[config.mk]
export PLATFORM = sky130hd
export DESIGN_NAME = mod_updown_counter
export DESIGN_NICKNAME = d
export VERILOG_FILES = /design/src/rtl/mod_updown_counter.sv
export SDC_FILE = /design/constraint.sdc
export NUM_CORES = 1
export LEC_CHECK = 0
export BUFFER_PORTS_ARGS = -buffer_cell sky130_fd_sc_hd__buf_2
export CAP_MARGIN = 40
export CELL_PAD_IN_SITES_DETAIL_PLACEMENT = 1
export CELL_PAD_IN_SITES_GLOBAL_PLACEMENT = 1
export CORE_MARGIN = 2
export CORE_UTILIZATION = 42
export CTS_BUF_LIST = sky130_fd_sc_hd__clkbuf_2
export DETAILED_ROUTE_END_ITERATION = 8
export PLACE_DENSITY = 0.88
export SLEW_MARGIN = 20
export SYNTH_ARGS = -nofsm -noshare
export SYNTH_HDL_FRONTEND = slang
export SYNTH_SLANG_ARGS = --single-unit
[constraint.sdc]
create_clock -name clk -period 5.3 [get_ports clk]
set_input_delay 0.53 -clock clk [delete_from_list [all_inputs] [get_ports clk]]
set_output_delay 0.53 -clock clk [all_outputs]
set_load 0.01 [all_outputs]
[src/rtl/mod_updown_counter.sv]
// Modulo-(MAX_VAL+1) up/down counter with load, one-shot stop, and a registered wrap pulse.
// Optional 16-bit saturating wrap counter output when MOD_UPDOWN_COUNTER_WRAPCNT_EN is defined.
module mod_updown_counter #(
   parameter int unsigned WIDTH    = 8,
   parameter int unsigned MAX_VAL  = (2**WIDTH) - 1,
   parameter int unsigned INIT_VAL = 0
) (
   input  logic             clk,
   input  logic             rst,
   input  logic             en,
   input  logic             clr,
   input  logic             load,
   input  logic [WIDTH-1:0] load_val,
   input  logic             up_dn,
   input  logic             one_shot,
   output logic [WIDTH-1:0] count,
   output logic             tc,
   output logic             wrap,
`ifdef MOD_UPDOWN_COUNTER_WRAPCNT_EN
   output logic [15:0]      wrap_cnt,
`endif
   output logic             done
);

   localparam logic [WIDTH-1:0] MAX_C  = WIDTH'(MAX_VAL);
   localparam logic [WIDTH-1:0] INIT_C = WIDTH'(INIT_VAL);
   localparam logic [WIDTH-1:0] ONE_C  = WIDTH'(1);

   logic [WIDTH-1:0] count_q, count_d;
   logic             wrap_q, wrap_d;
   logic             done_q, done_d;

   assign tc = up_dn ? (count_q == MAX_C) : (count_q == '0);

   always_comb begin
      count_d = count_q;
      wrap_d  = 1'b0;
      done_d  = done_q;
      if (clr) begin
         count_d = '0;
         done_d  = 1'b0;
      end else if (load) begin
         count_d = (load_val > MAX_C) ? MAX_C : load_val;
         done_d  = 1'b0;
      end else if (en && !done_q) begin
         if (tc) begin
            // At terminal: one-shot parks here, free-run wraps to the opposite end.
            if (one_shot) begin
               done_d = 1'b1;
            end else begin
               count_d = up_dn ? '0 : MAX_C;
               wrap_d  = 1'b1;
            end
         end else begin
            count_d = up_dn ? (count_q + ONE_C) : (count_q - ONE_C);
         end
      end
   end

   always_ff @(posedge clk or posedge rst) begin
      if (rst) begin
         count_q <= INIT_C;
         wrap_q  <= 1'b0;
         done_q  <= 1'b0;
      end else begin
         count_q <= count_d;
         wrap_q  <= wrap_d;
         done_q  <= done_d;
      end
   end

   assign count = count_q;
   assign wrap  = wrap_q;
   assign done  = done_q;

`ifdef MOD_UPDOWN_COUNTER_WRAPCNT_EN
   logic [15:0] wrap_cnt_q, wrap_cnt_d;

   // Counts on the same edge that raises wrap, so wrap_cnt and wrap move together.
   always_comb begin
      wrap_cnt_d = wrap_cnt_q;
      if (clr) begin
         wrap_cnt_d = '0;
      end else if (wrap_d && (wrap_cnt_q != 16'hFFFF)) begin
         wrap_cnt_d = wrap_cnt_q + 16'd1;
      end
   end

   always_ff @(posedge clk or posedge rst) begin
      if (rst) begin
         wrap_cnt_q <= '0;
      end else begin
         wrap_cnt_q <= wrap_cnt_d;
      end
   end

   assign wrap_cnt = wrap_cnt_q;
`endif

endmodule

Word-level counts from Yosys, hierarchy flattened
Cells that the tools add are included.
- add/subtract/negate cells: 2
- order comparisons: 1
- equality and inequality tests: 2
- multiplexer cells: 19
- reductions and logical operators: 8
- operator list (operator ; number):
    8-bit two-way mux ; 8
    1-bit two-way mux ; 11
    3-bit nonzero test ; 3
    8-bit by 1-bit adder with 8-bit output (second input constant) ; 1
    8-bit == test (second input constant) ; 1
    8-bit greater-than comparator (second input constant) ; 1
    8-bit logical NOT ; 1
    8-bit by 1-bit subtractor with 8-bit output (second input constant) ; 1
    4-bit != test (second input constant) ; 1
    3-bit AND reduction ; 1
    2-bit AND reduction ; 1
    1-bit logical AND ; 1
    1-bit logical NOT ; 1
- bits in registers: 10
- bits of input ports: 15

Logic depth before layout (Yosys ltp)
Gate-level depths: netlist of run 1.
- word-level depth: 6
- depth in mapped cells: 7
- gate-level depth less buffers: 7

Worst setup path after synthesis of run 1
Ideal clock, no wire load.
- kind: in2reg
- from: input up_dn
- to: register count_q[5] (netlist: count[5])
- library setup time: 0.065 ns
- data arrival time: 2.017 ns
- setup slack: 3.219 ns
- cell stages on the path: 7
- buffers on the path: 0
- cells stage by stage: inv_1 > ha_1 > a211oi_1 > o21ai_1 > xnor2_1 > a2111oi_1 > a211o_1
- word-level cells in the longest chain between the ends: 6
- RTL lines (element ; line ; text):
    start, declared ; 14 ; input logic up_dn,
    8-bit two-way mux ; 51 ; count_d = up_dn ? '0 : MAX_C;
    8-bit two-way mux ; 48 ; if (one_shot) begin
    8-bit two-way mux ; 46 ; if (tc) begin
    8-bit two-way mux ; 45 ; end else if (en && !done_q) begin
    8-bit two-way mux ; 42 ; end else if (load) begin
    8-bit two-way mux ; 39 ; if (clr) begin
    end signal, assigned ; 66 ; count_q <= count_d;
    end, declared ; 29 ; logic [WIDTH-1:0] count_q, count_d;
Several ways; a longest one is shown, not always the timed one. The select of a mux whose other input is x is not followed.
A chain may end at the register's enable or synchronous reset.

Worst setup path in the final report of run 1
- from: register count_q[5] (netlist: count[5])
- to: output tc
- word-level cells in the longest chain between the ends: 2
- RTL lines (element ; line ; text):
    8-bit == test or 8-bit logical NOT (tied branches) ; 33 ; assign tc = up_dn ? (count_q == MAX_C) : (count_q == '0);
    1-bit two-way mux * ; 33 ;
    end, declared ; 17 ; output logic tc,
Every way passes the cells marked *; elsewhere a longest branch is shown, timed or not.

==> results.yml, run 1 <==
power:
  peakVddDrop_v: 0.000143
  p_comb_share_pct: 45.5
  clkPwrFrac_pct: 17.2
  power_density_nw_per_um2: 242
  p_sw_share_pct: 42.0
  seq_power_share_pct: 37.3
  p_int_uw: 153
  leakagePower_nw: 0.529
  netSwitchingPower_uw: 111
clock_tree:
  ctsHoldBuffers: 0
  cts_sinks: 10
  clockBufferDepth: 2
  post_cts_buffers: 0
  clock_latency_ns: 0.27
  htreeDepth: 1
  numCtsBuffers: 3
  path_clk_slew_ns: 0.12
  cts_tree: "built"
  clockRootBuffer: "clkbuf_2"
  ctsResizeCount: 0
global_route:
  grt.total_usage_pct: 23.2
  antenna_found_initial: 0
  grt_pass1_wl_um: 4500
  grt_start_max_net_pins: 16
  gr-total-overflow: 0
  grt_pass1_vias: 985
cells_and_area:
  fin_cells: 162
  nFillCells: 270
  seqCellArea_um2: 250
  drive_gt1_share_pct: 26.1
  syn_to_final_growth_pct: 18.1
  fin_util_pct: 51.0
  nNetsFinal: 157
  diodes: 0
  multi_input_area_um2: 636
worst_setup_path:
  path_class: "flop to output port"
  cp_max_fo: 8
  arrival_ns: 1.87
  rrSetupSlack_ns: 3.19
  critPathMaxStageDelay_ns: 0.47
  reg2reg_depth: 6
  crit_required_ns: 4.77
  slowest_stage: "dfrtp_1"
  crit_path_end_kind: "output port"
  crit_chain: "nor4_4 -> nand3_1 -> nand2_1 -> buf_2"
  start_kind: "flop"
yosys:
  syn_avg_cell_area_um2: 8.66
  synth_top_cell_area_share_pct: 27.0
  synth_area_leaders: "dfrtp_1 27%, ha_1 8.1%, a21oi_1 4.9%"
  synth.distinct_cells: 40
  synthFlopType: "dfrtp_1"
  yosysMostFrequentCell: "dfrtp_1"
  yosysSeqAreaShare_pct: 27.0
  synth_fp_nets: 129
  synth-edff-count: 0
  yosysWarnings: 0
  synth.top_cells.by_count: "10 x dfrtp_1, 9 x a21oi_1, 9 x nand2_1, 9 x nor2_1, 8 x inv_1"
  synth_area_leader_cell: "dfrtp_1"
  async_flop_share_pct: 100
  syn_inst: 107
  synth.cell_area_um2: 927
  ys_ff_latch: 10
timing:
  tns_ns: 0
  finalCritPeriodShare_pct: 45.2
  hold_viol_final: 0
  post-route-worst-setup-slack_ns: 2.90
  final.min_clock_period_ns: 2.40
  rsz0062_at_grt: "no"
  skew_ns: 0.0157
  fmax_mhz: 417
  tightestPinTransition_ns: 0.489
  setup_viol: 0
  drv_slew: 0
  whs_ns: 0.213
  slew_headroom_pct: 67.2
die:
  floorplan.initialDensity_pct: 43.2
  rows: 17
  design.core.area_um2: 2150
  die-width_um: 51.0
  io_pins: 26
  dieArea_um2: 2600
  die_y_um: 51.0
detailed_routing:
  dr.pass1.iters: 4
  top_layer: "met4"
  via_per_inst: 5.69
  detail-route-antenna-nets: 0
  wl_um: 2630
  drc_errors: 0
  vias: 921
  routedWlPerCell_um: 16.3
  met2_length_um: 1320
  drtIter0Drc: 11
  met3_length_um: 139
  wl_met1_um: 1140
placed_design:
  dp_hpwl_um: 2090
  place_inst: 158
  io_buffers: 25
  place_ws_ns: 2.79
  gp_congestion: 0.852
outcome:
  outcome: "finished, final reports clean"
flow_run:
  maxCapViolations: 0
min_path:
  hold_path.class: "primary input to asynchronous set/reset pin"
[cell families (layout without fill, tap and decap cells)]
logic type,Yosys count,in the layout,synth area share [%]
fa+ha+maj,7,7,10.3
compound gates,35,35,28.7
flops,10,10,27.0
simple gates,37,37,21.7
xor+xnor,6,6,5.67
buf+inv,10,37,4.45
mux,2,2,2.16
[layout by cell type (no fill, tap or decap), drive strengths merged, types with 2 or more instances in the layout]
master / instances
buf: 25
dfrtp: 10
a21oi: 10
nor2: 9
nand2: 9
inv: 8
ha: 6
xnor2: 4
nand3: 4
nand2b: 3
a31oi: 3
clkbuf: 3
o21ai: 3
or2: 2
a22oi: 2
o31ai: 2
xor2: 2
a211oi: 2
nor2b: 2
a22o: 2
a2111oi: 2
o211ai: 2
o22ai: 2
mux2i: 2
nor3: 2
[routing by layer]
layer  GRT usage, %  vias up
met2           41.1       27
met1           26.9      439
li1               -      451
met4           5.86        0
met5              0        -
met3           7.02        4
[per-stage QoR]
stage               total power [mW]  cell area [um2]
finish                         0.264             1090
global route                   0.284             1090
CTS                            0.266             1090
detailed placement             0.220             1080
global placement               0.215             1080
floorplan                      0.183              927
[layout make-up]
class / count / share of cell area [%]
inverter: 8 / 2.74
clock inverter: 1 / 0.343
tap: 28 / 3.20
timing repair buffer: 25 / 11.4
sequential: 10 / 22.9
clock buffer: 3 / 1.37
multi-input combinational: 87 / 58.1
[power groups by stage]
stage	clock network, mW	logic, mW	registers [mW]
3_5_place_dp	0	0.120	0.100
2_1_floorplan	0	0.0832	0.0998
3_3_place_gp	0	0.116	0.0995
4_1_cts	0.0468	0.121	0.0986
6_report	0.0455	0.120	0.0986
5_1_grt	0.0493	0.135	0.100
[path summary, 6_finish.rpt]
check                                      from                    to
setup / recovery           count[5]$_DFFE_PP0P_                    tc
max in group asynchronous                   rst  count[2]$_DFFE_PP0P_
hold reg to reg                done$_DFFE_PP0P_      done$_DFFE_PP0P_
setup reg to reg           count[1]$_DFFE_PP0P_  count[5]$_DFFE_PP0P_
hold / removal                              rst        wrap$_DFF_PP0_
min in group clk                       one_shot        wrap$_DFF_PP0_
[state kept, by name, summed over array words and instances (netlist names)]
name and flops:
count 8, done 1, wrap 1
[critical path: cells and delay by family, from the launching register on]
kind / cells / cell delay [ns]
DFF: 1 / 0.47
buffers and inverters: 1 / 0.15
and+or+nand+nor: 3 / 0.98
Power figures use the tool's default switching activity.
==> run 2: changes to the inputs <==
--- a/config.mk
+++ b/config.mk
@@ -10,10 +10,10 @@
 export CELL_PAD_IN_SITES_DETAIL_PLACEMENT = 1
 export CELL_PAD_IN_SITES_GLOBAL_PLACEMENT = 1
 export CORE_MARGIN = 2
-export CORE_UTILIZATION = 42
+export CORE_UTILIZATION = 39
 export CTS_BUF_LIST = sky130_fd_sc_hd__clkbuf_2
 export DETAILED_ROUTE_END_ITERATION = 8
-export PLACE_DENSITY = 0.88
+export PLACE_DENSITY = 0.83
 export SLEW_MARGIN = 20
 export SYNTH_ARGS = -nofsm -noshare
 export SYNTH_HDL_FRONTEND = slang
==> constraint.sdc (replaced) <==
create_clock -name clk -period 2.41 [get_ports clk]
set_input_delay 0.241 -clock clk [delete_from_list [all_inputs] [get_ports clk]]
set_output_delay 0.241 -clock clk [all_outputs]
set_load 0.01 [all_outputs]
==> run 2 against run 1 <==
Against the previous run:
- sequential share of layout area shrank 0.13 points
- critical endpoint is now count[5]$_DFFE_PP0P_
- non-clock buffer count grew 1
- critical path type is now flop to flop
- wire length shrank 3.8%
- combinational power grew 120%
==> results.yml, run 2 (synthesis gave the netlist of run 1 again) <==
placed_design:
  io_buffers: 25
  dp_hpwl_um: 2060
  gp_congestion: 0.833
  place_ws_ns: 0.200
  place_inst: 158
die:
  floorplan.initialDensity_pct: 41.5
  dieArea_um2: 2780
  design.core.area_um2: 2230
  die_y_um: 52.8
  io_pins: 26
  rows: 17
  die-width_um: 52.8
cells_and_area:
  syn_to_final_growth_pct: 18.8
  fin_util_pct: 49.3
  nFillCells: 296
  diodes: 0
  nNetsFinal: 158
  largest_reg_flops: 8
  final_common_cell: "buf_2"
  final_cell_mix: "25 x buf_2, 10 x dfrtp_1, 9 x nor2_1, 9 x nand2_1, 9 x a21oi_1"
  fin_cells: 162
  drive_gt1_share_pct: 26.1
timing:
  final.min_clock_period_ns: 2.10
  tns_ns: 0
  setup_viol: 0
  fmax_mhz: 477
  rsz0062_at_grt: "no"
  tightestPinTransition_ns: 0.449
  finalCritPeriodShare_pct: 87.0
  skew_ns: 0.00527
  post-route-worst-setup-slack_ns: 0.313
  drv_slew: 0
  hold_viol_final: 0
  slew_headroom_pct: 69.9
clock_tree:
  clock_latency_ns: 0.25
  clockRootBuffer: "clkbuf_2"
  cts_tree: "built"
  path_clk_slew_ns: 0.10
  clockBufferDepth: 2
  numCtsBuffers: 3
  htreeDepth: 1
  cts_sinks: 10
  post_cts_buffers: 0
flow_run:
  maxCapViolations: 0
worst_setup_path:
  cp_max_fo: 6
  crit_path_end_kind: "flop"
  path_class: "flop to flop"
  crit_required_ns: 2.60
  arrival_ns: 2.29
  start_kind: "flop"
global_route:
  antenna_found_initial: 0
  grt_start_max_net_pins: 16
  gr-total-overflow: 0
  grt_pass1_wl_um: 4280
  grt_pass1_vias: 935
  grt.total_usage_pct: 21.4
power:
  leakagePower_nw: 0.532
  peakVddDrop_v: 0.000301
  power_density_nw_per_um2: 520
outcome:
  outcome: "finished, final reports clean"
detailed_routing:
  dr.pass1.iters: 4
  detail-route-antenna-nets: 0
  routedWlPerCell_um: 15.6
  via_per_inst: 5.67
  drtIter0Drc: 13
  drc_errors: 0
  wl_um: 2530
  vias: 919
min_path:
  hold_path.class: "primary input to flop"
## run 2: cell types whose count changed in the layout (fill, tap and decap cells not counted), sizes merged
cell and change:
clkinv -1, dlygate4sd3 +1
## run 2: worst max-delay path: stages (launching register included)
cell and delay [ns]:
dfrtp_1 0.45, ha_1 0.30, a211oi_1 0.41, o21ai_1 0.18, xnor2_1 0.15, a2111oi_1 0.39, a211o_1 0.15
## run 2: per-stage QoR
stage	cell area [um2]	hold slack [ns]	power, mW
after CTS	1100	0.202	0.578
after floorplan	927	0.0812	0.402
after detailed placement	1080	0.256	0.482
after global routing	1100	0.228	0.619
final	1100	0.219	0.572
after global placement	1080	0.243	0.473
## run 2: power breakdown
group	switching [mW]	internal, mW
combinational	0.148	0.118
sequential	0.0311	0.185
clock	0.0566	0.0340
## run 2: layout make-up
class                      instances  area, um2  area share (%)
multi-input combinational         87        636            57.7
sequential                        10        250            22.7
timing repair buffer              26        135            12.3
tap                               28       35.0            3.18
inverter                           8       30.0            2.73
clock buffer                       3       15.0            1.36
## run 2: worst paths after layout
| kind | slack (ns) | cells after the start | start | to |
|---|---|---|---|---|
| worst max-delay path | 0.31 | 6 | count[1]$_DFFE_PP0P_ | count[5]$_DFFE_PP0P_ |
| worst min-delay path | 0.22 | 2 | one_shot | wrap$_DFF_PP0_ |
| worst max register to register | 0.31 | 6 | count[1]$_DFFE_PP0P_ | count[5]$_DFFE_PP0P_ |
| worst min register to register | 0.53 | 2 | done$_DFFE_PP0P_ | done$_DFFE_PP0P_ |
| max in group asynchronous | 1.61 | 3 | rst | count[1]$_DFFE_PP0P_ |
| min in group asynchronous | 0.51 | 3 | rst | done$_DFFE_PP0P_ |
## run 2: timing repair
item | CTS | global route
gates resized for setup | 0 | 0
endpoints found under the hold margin | 10 | 0
hold buffers | 1 | 0
## run 2: per-layer routing
| layer | wire (um) | GRT usage [%] | share of wire, % | vias to the layer above |
|---|---|---|---|---|
| li1 | - | - | - | 453 |
| met1 | 1140 | 26.1 | 45 | 442 |
| met2 | 1280 | 37.3 | 50 | 22 |
| met3 | 99 | 4.00 | 3.9 | 2 |
| met4 | 16 | 7.69 | 0.63 | 0 |
| met5 | 0 | 0 | 0 | - |
==> run 3: changes to the inputs <==
--- a/config.mk
+++ b/config.mk
@@ -13,7 +13,8 @@
 export CORE_UTILIZATION = 39
 export CTS_BUF_LIST = sky130_fd_sc_hd__clkbuf_2
 export DETAILED_ROUTE_END_ITERATION = 8
-export PLACE_DENSITY = 0.83
+export HOLD_SLACK_MARGIN = 0.06
+export PLACE_DENSITY = 0.82
 export SLEW_MARGIN = 20
 export SYNTH_ARGS = -nofsm -noshare
 export SYNTH_HDL_FRONTEND = slang
==> run 3 against run 2 <==
Against the previous run:
- clock-buffer cell count stayed put
- global-route usage is 0.23 points higher
- via count is 1.6% higher
- wire length is 3.0% higher
- flip-flop and latch count stayed put
- die area stayed put
- register-to-register slack worse by 0.097 ns
- core utilization is 0.17 points higher
- combinational power hardly changed
- cell count is 0.62% higher
- critical path type unchanged
- largest cell class unchanged
- highest routed layer unchanged
==> results.yml, run 3 (synthesis gave the netlist of run 1 again) <==
power:
  finalPower_uw: 592
  peakVddDrop_v: 0.000310
  power_density_nw_per_um2: 536
  leakagePower_nw: 0.533
flow_run:
  maxCapViolations: 0
clock_tree:
  clock_latency_ns: 0.28
  cts_tree: "built"
  clockBufferDepth: 2
  htreeDepth: 1
  numCtsBuffers: 3
  path_clk_slew_ns: 0.14
  post_cts_buffers: 0
  cts_sinks: 10
  clockRootBuffer: "clkbuf_2"
die:
  die-width_um: 52.8
  die_y_um: 52.8
  rows: 17
  floorplan.initialDensity_pct: 41.5
  dieArea_um2: 2780
  io_pins: 26
  design.core.area_um2: 2230
worst_setup_path:
  r2r-end: "count[5]$_DFFE_PP0P_"
  reg2reg_depth: 6
  cp_max_fo: 6
  crit_required_ns: 2.62
  start_kind: "flop"
  path_class: "flop to flop"
  critPathMaxStageDelay_ns: 0.46
  arrival_ns: 2.41
  reg2reg_from: "count[1]$_DFFE_PP0P_"
  crit_path_end_kind: "flop"
  slowest_stage: "dfrtp_1"
  rrSetupSlack_ns: 0.22
  crit_chain: "ha_1 -> a211oi_1 -> o21ai_1 -> xnor2_1 -> a2111oi_1 -> a211o_1"
cells_and_area:
  largest_reg_flops: 8
  finalInstanceArea_um2: 1100
  final_cell_mix: "25 x buf_2, 10 x dfrtp_1, 9 x nor2_1, 9 x nand2_1, 9 x a21oi_1"
  multi_input_area_um2: 636
  diodes: 0
  nNetsFinal: 158
  drive_gt1_share_pct: 25.9
  syn_to_final_growth_pct: 19.2
  nFillCells: 292
  seqCellArea_um2: 250
  final_common_cell: "buf_2"
detailed_routing:
  dr.pass1.iters: 4
  detail-route-antenna-nets: 0
  drc_errors: 0
  via_per_inst: 5.73
  drtIter0Drc: 25
  vias: 934
  wl_um: 2610
  routedWlPerCell_um: 16.0
outcome:
  outcome: "finished, final reports clean"
timing:
  setup_viol: 0
  tns_ns: 0
  slew_headroom_pct: 69.8
  drv_slew: 0
  rsz0062_at_grt: "no"
  tightestPinTransition_ns: 0.452
  hold_viol_final: 0
  final.min_clock_period_ns: 2.19
  fmax_mhz: 456
  skew_ns: 0.0142
  finalCritPeriodShare_pct: 91.0
placed_design:
  gp_congestion: 0.801
  dp_hpwl_um: 2040
  io_buffers: 25
  placed_cell_area_um2: 1080
global_route:
  grt_pass1_vias: 902
  gr-total-overflow: 0
  grt_use_met3_pct: 4.00
  grtUsageMet1_pct: 29.6
  grt.busiest_layer: "met2"
  grt.total_usage_pct: 21.7
  grt_use_met2_pct: 34.0
  grt_pass1_wl_um: 4260
  antenna_found_initial: 0
  grt_start_max_net_pins: 16
min_path:
  min_from: "one_shot"
  whs_endpoint: "wrap$_DFF_PP0_"
  whs_path_depth: 2
  hold_path.class: "primary input to flop"
==> run 3: cell types whose count changed in the layout (fill, tap and decap cells not counted) <==
cell      before  now
clkinv_1       0    1
==> run 3: per-stage QoR <==
step / setup WS [ns] / instances / utilization [%] / hold slack [ns]
floorplan: 0.508 / 107 / - / 0.0812
global placement: 0.325 / 158 / 48.2 / 0.248
detailed placement: 0.173 / 158 / 48.2 / 0.258
CTS: 0.252 / 163 / 49.5 / 0.177
global route: 0.110 / 163 / 49.5 / 0.177
finish: 0.216 / 163 / 49.5 / 0.182
==> run 3: where the power goes <==
part           switching [mW]  internal, mW
logic                   0.150         0.117
clock network          0.0742        0.0360
registers              0.0294         0.185
==> run 3: cell type report <==
type	count	share of cell area (%)
multi-input combinational	87	57.5
sequential	10	22.7
timing repair buffer	26	12.2
tap	28	3.17
inverter	8	2.72
clock buffer	3	1.36
clock inverter	1	0.340
==> run 3: worst max path at each step <==
stage | from | end | slack, ns | cells after the start
after floorplan | count[1]$_DFFE_PP0P_ | count[5]$_DFFE_PP0P_ | 0.51 | 6
after global placement | up_dn | count[5]$_DFFE_PP0P_ | 0.33 | 8
after detailed placement | up_dn | count[5]$_DFFE_PP0P_ | 0.17 | 8
after CTS | count[5]$_DFFE_PP0P_ | tc | 0.25 | 4
after global routing | count[1]$_DFFE_PP0P_ | count[5]$_DFFE_PP0P_ | 0.11 | 6
final | count[1]$_DFFE_PP0P_ | count[5]$_DFFE_PP0P_ | 0.22 | 6
==> run 3: per-layer routing <==
layer | part of all wire, % | up-vias
met2 | 49 | 36
met1 | 44 | 440
li1 | - | 454
met5 | 0 | -
met3 | 5.7 | 4
met4 | 1.5 | 0
==> run 3: critical path, delay by kind of cell (launching register included) <==
kind | cells | cell delay (ns)
AOI/OAI and AO/OA | 4 | 1.23
DFF | 1 | 0.46
adders and majority gates | 1 | 0.29
xor gates and xnor gates | 1 | 0.15
==> run 3: repair_timing <==
| item | in CTS | in global routing |
|---|---|---|
| hold buffers | 1 | 0 |
| gates resized for setup | 0 | 0 |
| endpoints found under the hold margin | 10 | 0 |
